--- src/rtl/fifo_panel_ctrl_pkg.sv ---
`default_nettype none
// +-------------------------------------------------------------------+
// | fifo_panel_ctrl_pkg : shared defaults and FSM encoding            |
// | Rev 1.0                                                           |
// +-------------------------------------------------------------------+
package fifo_panel_ctrl_pkg;

  localparam int c_WIDTH_DEFAULT    = 4;
  localparam int c_DEB_BITS_DEFAULT = 20;

  typedef enum logic [2:0] {
    ST_IDLE     = 3'd0,
    ST_WR       = 3'd1,
    ST_RD       = 3'd2,
    ST_RD_CAP   = 3'd3,
    ST_WAIT_REL = 3'd4
  } state_t;

endpackage
`default_nettype wire

--- src/rtl/btn_debounce.sv ---
`default_nettype none
// +-------------------------------------------------------------------+
// | btn_debounce : 2-flop synchroniser, saturating debounce, press    |
// | Rev 1.0                                                           |
// +-------------------------------------------------------------------+
module btn_debounce #(
  parameter int DEB_BITS = 20
) (
  input  logic clock,
  input  logic reset,
  input  logic btn,
  output logic level,
  output logic press
);

  localparam logic [DEB_BITS-1:0] c_CNT_MAX = {DEB_BITS{1'b1}};
  localparam logic [DEB_BITS-1:0] c_CNT_ONE = DEB_BITS'(1);

  logic                r_sync1;
  logic                r_sync2;
  logic                r_prev;
  logic                r_level;
  logic                r_press;
  logic [DEB_BITS-1:0] r_cnt;
  logic                w_level_nxt;

  // The sample is trusted only once the counter has saturated.
  assign w_level_nxt = (r_cnt == c_CNT_MAX) ? r_prev : r_level;

  always_ff @(posedge clock or posedge reset) begin
    if (reset) begin
      r_sync1 <= 1'b1;
      r_sync2 <= 1'b1;
      r_prev  <= 1'b1;
      r_level <= 1'b1;
      r_press <= 1'b0;
      r_cnt   <= '0;
    end else begin
      r_sync1 <= btn;
      r_sync2 <= r_sync1;
      r_prev  <= r_sync2;
      if (r_sync2 != r_prev) begin
        r_cnt <= '0;
      end else if (r_cnt != c_CNT_MAX) begin
        r_cnt <= r_cnt + c_CNT_ONE;
      end
      r_level <= w_level_nxt;
      r_press <= r_level & ~w_level_nxt;
    end
  end

  assign level = r_level;
  assign press = r_press;

endmodule
`default_nettype wire

--- src/rtl/fifo_panel_ctrl.sv ---
`default_nettype none
// +-------------------------------------------------------------------+
// | fifo_panel_ctrl : push-button panel driving a FIFO write/read port|
// | Option macro PANEL_ERR_STICKY_EN makes err hold until reset.      |
// | Rev 1.0                                                           |
// +-------------------------------------------------------------------+
module fifo_panel_ctrl
  import fifo_panel_ctrl_pkg::*;
#(
  parameter int WIDTH    = c_WIDTH_DEFAULT,
  parameter int DEB_BITS = c_DEB_BITS_DEFAULT
) (
  input  logic             clock,
  input  logic             reset,
  input  logic             read_btn,
  input  logic             write_btn,
  input  logic [WIDTH-1:0] sw_in,
  input  logic             fifo_full,
  input  logic             fifo_empty,
  input  logic [WIDTH-1:0] fifo_rd_data,
  output logic             fifo_wr_en,
  output logic             fifo_rd_en,
  output logic [WIDTH-1:0] fifo_wr_data,
  output logic [WIDTH-1:0] disp_data,
  output logic             busy,
  output logic             err
);

  logic w_wr_level;
  logic w_wr_press;
  logic w_rd_level;
  logic w_rd_press;

  btn_debounce #(.DEB_BITS(DEB_BITS)) u_deb_wr (
    .clock (clock),
    .reset (reset),
    .btn   (write_btn),
    .level (w_wr_level),
    .press (w_wr_press)
  );

  btn_debounce #(.DEB_BITS(DEB_BITS)) u_deb_rd (
    .clock (clock),
    .reset (reset),
    .btn   (read_btn),
    .level (w_rd_level),
    .press (w_rd_press)
  );

  state_t           r_state;
  logic             r_pend;
  logic             r_wr_en;
  logic             r_rd_en;
  logic [WIDTH-1:0] r_wr_data;
  logic [WIDTH-1:0] r_disp;
  logic             r_busy;
  logic             r_err;

  always_ff @(posedge clock or posedge reset) begin
    if (reset) begin
      r_state   <= ST_IDLE;
      r_pend    <= 1'b0;
      r_wr_en   <= 1'b0;
      r_rd_en   <= 1'b0;
      r_wr_data <= '0;
      r_disp    <= '0;
      r_busy    <= 1'b0;
      r_err     <= 1'b0;
    end else begin
      r_wr_en <= 1'b0;
      r_rd_en <= 1'b0;
`ifdef PANEL_ERR_STICKY_EN
      r_err   <= r_err;
`else
      r_err   <= 1'b0;
`endif
      unique case (r_state)
        ST_IDLE: begin
          if (w_wr_press) begin
            r_state <= ST_WR;
            r_busy  <= 1'b1;
            r_pend  <= w_rd_press;
          end else if (w_rd_press) begin
            r_state <= ST_RD;
            r_busy  <= 1'b1;
          end
        end
        ST_WR: begin
          if (!fifo_full) begin
            r_wr_en   <= 1'b1;
            r_wr_data <= sw_in;
          end else begin
            r_err <= 1'b1;
          end
          r_state <= r_pend ? ST_RD : ST_WAIT_REL;
        end
        ST_RD: begin
          if (!fifo_empty) begin
            r_rd_en <= 1'b1;
            r_state <= ST_RD_CAP;
          end else begin
            r_err   <= 1'b1;
            r_pend  <= 1'b0;
            r_state <= ST_WAIT_REL;
          end
        end
        ST_RD_CAP: begin
          // Read data lands the cycle after the strobe, so wait for it to drop.
          if (!r_rd_en) begin
            r_disp  <= fifo_rd_data;
            r_pend  <= 1'b0;
            r_state <= ST_WAIT_REL;
          end
        end
        ST_WAIT_REL: begin
          if (w_wr_level && w_rd_level) begin
            r_state <= ST_IDLE;
            r_busy  <= 1'b0;
          end
        end
        default: begin
          r_state <= ST_IDLE;
          r_busy  <= 1'b0;
          r_pend  <= 1'b0;
        end
      endcase
    end
  end

  assign fifo_wr_en   = r_wr_en;
  assign fifo_rd_en   = r_rd_en;
  assign fifo_wr_data = r_wr_data;
  assign disp_data    = r_disp;
  assign busy         = r_busy;
  assign err          = r_err;

endmodule
`default_nettype wire

--- config.mk ---
export PLATFORM = sky130hd
export DESIGN_NAME = fifo_panel_ctrl
export DESIGN_NICKNAME = d
export VERILOG_FILES = /design/src/rtl/fifo_panel_ctrl_pkg.sv /design/src/rtl/btn_debounce.sv /design/src/rtl/fifo_panel_ctrl.sv
export SDC_FILE = /design/constraint.sdc
export NUM_CORES = 1
export LEC_CHECK = 0
export CAP_MARGIN = 20
export CORE_MARGIN = 8
export CORE_UTILIZATION = 26
export DETAILED_ROUTE_END_ITERATION = 16
export GPL_ROUTABILITY_DRIVEN = 0
export PLACE_DENSITY = 0.53
export SYNTH_ARGS = -nofsm -noshare
export SYNTH_HDL_FRONTEND = slang
export SYNTH_SLANG_ARGS = --single-unit
--- constraint.sdc ---
create_clock -name clock -period 2.1 [get_ports clock]
set_input_delay 0.315 -clock clock [delete_from_list [all_inputs] [get_ports clock]]
set_output_delay 0.315 -clock clock [all_outputs]
set_load 0.01 [all_outputs]
* Word level (Yosys, flattened, before mapping)
Cells that the tools add are included.
Word-level totals: register bits 66, bits of input ports 14, output and inout port bits 12, word-level logic and storage cells 84
Cells by class: add/sub/neg operators 2, equal/unequal tests 15, multiplexer cells 28, bitwise gates (word level) 8, reduce and logical (&&, ||, !) cells 11
Operator list (count):
- 20-bit 2-to-1 mux | 4
- 20-bit by 1-bit adder with 20-bit output (second input constant) | 2
- 20-bit equality test (second input constant) | 2
- 20-bit != test (second input constant) | 2
- 3-bit 2-to-1 mux | 6
- 3-bit case mux with 5 select lines | 1
- 1-bit 2-to-1 mux | 14
- 3-bit by 2-bit equality test with 1-bit output (second input constant) | 2
- 2-bit != test (second input constant) | 3
- 1-bit NOT | 6
- 3-bit AND reduction | 2
- 1-bit case mux with 4 select lines | 1
- 2-bit AND reduction | 2
- 4-bit AND reduction | 1
- 2-bit nonzero test | 2
- 3-bit by 1-bit equality test with 1-bit output (second input constant) | 1
- 3-bit equality test (second input constant) | 1
- 3-bit zero test | 1
- 3-bit by 1-bit != test with 1-bit output (second input constant) | 1
- 1-bit case mux with 3 select lines | 1
- 3-bit OR reduction | 1
- 1-bit bitwise AND | 2
- 1-bit != test | 2
- 2-bit by 1-bit != test with 1-bit output (second input constant) | 1
- 3 further kinds | 3

* Logic depth before layout (Yosys ltp)
depth after elaboration 4, gate-level depth with buffers 8, gate-level depth less buffers 6

* By module
Synthesis repeated with hierarchy kept, for this count alone.
Unflattened totals: cell total of the unflattened synthesis 332, area total of the unflattened synthesis 3469.6 µm²
Modules (own cells, without submodules):
- btn_debounce (u_deb_wr) | instances 1, cells an instance 138, area each 1370.1 µm², seq. area each 630.6 µm²
- btn_debounce (u_deb_rd) | instances 1, cells an instance 136, area each 1340.0 µm², seq. area each 630.6 µm²
- fifo_panel_ctrl | instances 1, cells an instance 58, area each 759.5 µm², seq. area each 400.4 µm²

* Worst setup path before layout
OpenSTA, ideal clock, no wires.
kind flip-flop to flip-flop, start register u_deb_rd.r_cnt[0], end register u_deb_rd.r_cnt[3], arrival time 1.764 ns, required time 1.968 ns, slack 0.204 ns, cell stages (with the launch flop) 9, path buffers 2, path through dfrtp_1 > ha_1 > nand3_1 > or4_1 > buf_2 > buf_6 > o211ai_1 > xor2_1 > nor2_1
On the way: longest elaborated chain between the ends 3, elaborated cells on any way between the ends 5
RTL lines:
- from (decl) | RTL line btn_debounce.sv:24 | logic [DEB_BITS-1:0] r_cnt;
- from (signal assigned) | RTL line btn_debounce.sv:45 | r_cnt <= r_cnt + c_CNT_ONE;
- 20-bit by 1-bit adder with 20-bit output | RTL line btn_debounce.sv:45
- 20-bit 2-to-1 mux | RTL line btn_debounce.sv:44 | end else if (r_cnt != c_CNT_MAX) begin
- 20-bit 2-to-1 mux | RTL line btn_debounce.sv:42 | if (r_sync2 != r_prev) begin
Parallel ways exist; a longest one is shown, timed or not. The select of a mux whose other input is x is not followed. A chain may end at the register's enable or synchronous reset.

* Worst setup path after layout
start register u_deb_rd.r_cnt[5], end register u_deb_rd.r_cnt[15]
The elaborated chain is that of the path after synthesis.

==> results <==
- The number of synthesized flops with an enable pin is 0.
- Summing the areas of all xor and xnor instances in the mapped netlist gives 7.13% of the synthesized area.
- The area of the die is 0.0161 mm2.
- The most used flip-flop cell after synthesis is sky130_fd_sc_hd__dfrtp_1.
- In the synthesized netlist the async set-or-reset flop fraction comes to 100%.
- The simple-gate area share of the yosys netlist is 23.8%.
- The power density normalized to cell area is 758 mW/mm2.
- Counting distinct cell types in the post-synthesis netlist gives 49.
- The cell sitting at the root of the clock tree is a sky130_fd_sc_hd__clkbuf_16.
- The synthesized design spends more area on one cell type than any other, namely sky130_fd_sc_hd__dfrtp_1.
- The wire length per cell is 12.8 um.
- The width of the die is 127 um.
- The post-CTS setup repair buffer count is 0.
- Of all nets on the critical path, the largest fanout is 12.
- The slew at the pin closest to its max-slew limit is 500 ps.
- Counting tap cells, the placed design contains a total of 495 instances.
- After the last flow step, the layout net total stands at 375.
- The clock transition at the registers of the reported paths is 50 ps.
- The final count of hold timing violations is 0.
- Counting cells, the worst reg-to-reg path comes to 6.
- The sink count of the clock tree is 66.
- The count of nets left with antenna violations once routing finished came out at 0.
- The portion of netlist area occupied by mux cells is 4.11%.
- The nature of the critical path endpoint is a register.
- The origin of the critical flop-to-flop path is u_deb_rd.r_cnt[5].
- Adding up every negative setup slack in the final design gives 0 ps.
- The hold buffer count at CTS is 0.
- The sum of overflow across all layers after global routing is 0.
- The clock tree skew after final layout is 4.94 ps.
- The total CTS buffers is 9.
- The TritonCTS clock tree is done.
- Entering global routing, the biggest net connects 28 pins.
- The core box area is 0.0120 mm2.
- The post-synthesis instance total is 317.
- Of the synthesized area, sequential elements account for 52.0%.
- The number of buffers inserted by port buffering is 25.
- Dividing the detail-routed via count by the number of cells gives 4.73.
- The initial utilization of the core area, before any placement, comes to 26.6%.
- The finished layout holds 510 standard cells, fillers aside.
- The fraction of post-synthesis cell area in the top cell type by area is 45.4%.
- The largest single stage delay on the critical path is 550 ps.
- The tool flagged a number of max-cap violations equal to 0.
- During I/O placement, the number of pins put on the boundary was 26.
- The flip-flop and latch count after synthesis is 66.
- VDD sags by at most 0.322 mV.
- Along the worst hold path, the cell count comes to 0.
- The upper clock frequency limit is 0.508 GHz.
- The class of the tightest hold or removal check is register to register.
- The first-pass GRT wire length is 11600 um.
- After synthesis, the most frequently instantiated cells are 58 x sky130_fd_sc_hd__dfrtp_1, 44 x sky130_fd_sc_hd__nor2_1, 23 x sky130_fd_sc_hd__nand2_1.
- The launch point of the critical path is u_deb_rd.r_cnt[5].
- The violation count after the first detailed-route iteration is 142.
- After synthesis, the largest family of logic cells by area is simple AND/OR/NAND/NOR gates.
- CTS built an H-tree with a depth of 3.
- In the post-synthesis netlist, the biggest area contributors are sky130_fd_sc_hd__dfrtp_1 45%, sky130_fd_sc_hd__dfstp_2 6.6%, sky130_fd_sc_hd__nor2_1 5.2%.
- The flow ran to the end, and the final reports show no timing, DRC or antenna violations.
- In this run the tightest slew margin relative to its limit is 65.8%.
- The post-synthesis net count is 333.
- From synthesis to final layout, the design area changed by 26.9%.
- The total of endpoints with negative setup slack in the final report is 0.
- The number of antenna diodes in the final layout is 0.
- The number of DRC violations after detailed routing is 0.
- The warning count from the yosys run is 0.
- The data arrival time of the worst path is 2220 ps.
- In this run, post-CTS repair resized a total of 0 instances.
- At the worst endpoint, the required time is 2350 ps.
- Across all register-to-register paths, the minimum setup slack is 130 ps.
- The post-route netlist has 16.5% of its cells at a drive strength greater than 1.
- Counting along the longest clock path gives a buffer depth of 2.
- Summing the areas of all compound-gate instances in the mapped netlist gives 9.75% of the synthesized area.
- Before antenna repair, the detailed router went through 4 iterations.
- Measured along the y axis, the die boundary spans 127 um.
- Following the worst setup path forward leads to its endpoint at u_deb_rd.r_cnt[15].
- The smallest clock period supported by the final layout is computed as 1970 ps.
- Detailed placement finished with a half-perimeter wire length of 4730 um.
- The standby leakage power is 1.66 nW.
- The portion of the clock cycle consumed by the worst path in the final layout is 93.8%.
- For this design, the slowest cell found on the critical path is sky130_fd_sc_hd__or4_1.
- The synthesized area divided by synthesized cell count is 10.1 um2.
- The critical register-to-register path endpoint is u_deb_rd.r_cnt[15].
- In the global route stage, overall resource usage came out at 8.85%.
- By instance count, the leading cell after synthesis is sky130_fd_sc_hd__dfrtp_1.
- STA classifies the critical path startpoint as a register.
- The post-detailed-routing wire length is 6520 um.
- The initial antenna violation count came to 0.
- The synthesized netlist occupies a cell area of 0.00320 mm2.
- The signal on the critical path passes through nand4_4 -> or4_1 -> buf_4 -> nand2b_1 -> and4_1 -> nor3_2.
- The final max-slew violation count is 0.
- The via count of the first global-routing pass was 2492.
- The row count is 40.
- The post-synthesis adder-cell area fraction is 0.783%.
- The routed layout has 2412 vias.
- The clock latency on the worst-skew pair is 330 ps.
- The type of the worst setup path is register to register.
- Setup repair after global routing left no endpoint under its margin.
==> layer usage <==
| metal | track usage, % | wire length [um] |
|---|---|---|
| met1 | 10.6 | 3070 |
| met2 | 14.0 | 3150 |
| met3 | 2.56 | 177 |
| met4 | 4.90 | 116 |
| met5 | 0 | 0 |
==> layout by cell type (no fill, tap or decap), types with 2 or more instances in the layout <==
| cell | n |
|---|---|
| sky130_fd_sc_hd__a211oi_1 | 2 |
| sky130_fd_sc_hd__a21oi_1 | 18 |
| sky130_fd_sc_hd__a31oi_1 | 6 |
| sky130_fd_sc_hd__and3_1 | 5 |
| sky130_fd_sc_hd__and4_1 | 5 |
| sky130_fd_sc_hd__buf_12 | 2 |
| sky130_fd_sc_hd__buf_4 | 14 |
| sky130_fd_sc_hd__clkbuf_16 | 9 |
| sky130_fd_sc_hd__clkbuf_8 | 5 |
| sky130_fd_sc_hd__clkdlybuf4s50_1 | 25 |
| sky130_fd_sc_hd__dfrtp_1 | 57 |
| sky130_fd_sc_hd__dfstp_2 | 8 |
| sky130_fd_sc_hd__ha_1 | 2 |
| sky130_fd_sc_hd__inv_1 | 7 |
| sky130_fd_sc_hd__mux2_2 | 9 |
| sky130_fd_sc_hd__mux2i_1 | 3 |
| sky130_fd_sc_hd__nand2_1 | 23 |
| sky130_fd_sc_hd__nand2b_1 | 5 |
| sky130_fd_sc_hd__nand3_1 | 18 |
| sky130_fd_sc_hd__nand4_1 | 15 |
| sky130_fd_sc_hd__nor2_1 | 44 |
| sky130_fd_sc_hd__nor3_1 | 8 |
| sky130_fd_sc_hd__nor3_2 | 2 |
| sky130_fd_sc_hd__nor3b_1 | 2 |
| sky130_fd_sc_hd__nor4_1 | 2 |
| sky130_fd_sc_hd__o21ai_0 | 8 |
| sky130_fd_sc_hd__o21ai_1 | 4 |
| sky130_fd_sc_hd__o21bai_1 | 2 |
| sky130_fd_sc_hd__or2_2 | 2 |
| sky130_fd_sc_hd__or3_1 | 4 |
| sky130_fd_sc_hd__xnor2_1 | 12 |
| sky130_fd_sc_hd__xor2_1 | 14 |
==> kinds of logic after synthesis <==
group / Yosys count
buf+inv: 18
mux: 12
simple gates: 144
xor+xnor: 26
fa+ha+maj: 2
flops: 66
compound gates: 49
==> flip-flops by register name (all words and copies together) (netlist names) <==
register / count
fifo_wr_en: 1
u_deb_wr.r_prev: 1
err: 1
u_deb_wr.press: 1
u_deb_wr.level: 1
u_deb_rd.r_cnt: 20
u_deb_wr.r_sync2: 1
u_deb_rd.level: 1
fifo_wr_data: 4
busy: 1
u_deb_wr.r_cnt: 20
u_deb_rd.r_sync2: 1
u_deb_wr.r_sync1: 1
r_state: 3
u_deb_rd.press: 1
u_deb_rd.r_sync1: 1
r_pend: 1
u_deb_rd.r_prev: 1
fifo_rd_en: 1
disp_data: 4
==> power by group <==
part / internal, mW / switching (mW)
combinational: 0.0731 / 0.0870
sequential: 1.31 / 0.0271
clock: 1.07 / 0.507
total: 2.45 / 0.621
==> critical path: cells and delay by family, from the launching register on <==
family        cells  cell delay, ps
buf+inv           1             200
simple gates      5            1270
flops             1             410
==> how the worst min path moves through the flow <==
stage	start	to	slack [ps]
after floorplan	read_btn	u_deb_rd.r_sync1	320
after global placement	u_deb_rd.r_sync1	u_deb_rd.r_sync2	350
after detailed placement	u_deb_rd.r_sync1	u_deb_rd.r_sync2	350
after CTS	u_deb_rd.r_sync1	u_deb_rd.r_sync2	360
after global routing	u_deb_rd.r_sync1	u_deb_rd.r_sync2	360
final	u_deb_rd.r_sync1	u_deb_rd.r_sync2	350
==> final cells by class <==
type / instances / area (um2)
multi-input combinational: 233 / 1460
fill: 1211 / 7960
tap: 147 / 184
clock buffer: 14 / 294
clock inverter: 1 / 30.0
inverter: 8 / 30.0
timing repair buffer: 41 / 395
sequential: 66 / 1660
==> per-stage QoR <==
stage | total power [mW] | setup WS [ps] | instance area (um2) | utilization, % | hold slack (ps)
final | 3.07 | 130 | 4050 | 33.8 | 354
after CTS | 3.14 | 91.2 | 4050 | 33.7 | 355
after global placement | 1.52 | 175 | 3730 | 31.0 | 346
after global routing | 3.20 | 8.88 | 4050 | 33.8 | 363
after floorplan | 1.44 | 143 | 3200 | - | 319
after detailed placement | 1.52 | 94.3 | 3730 | 31.0 | 348
Power figures use the tool's default switching activity.
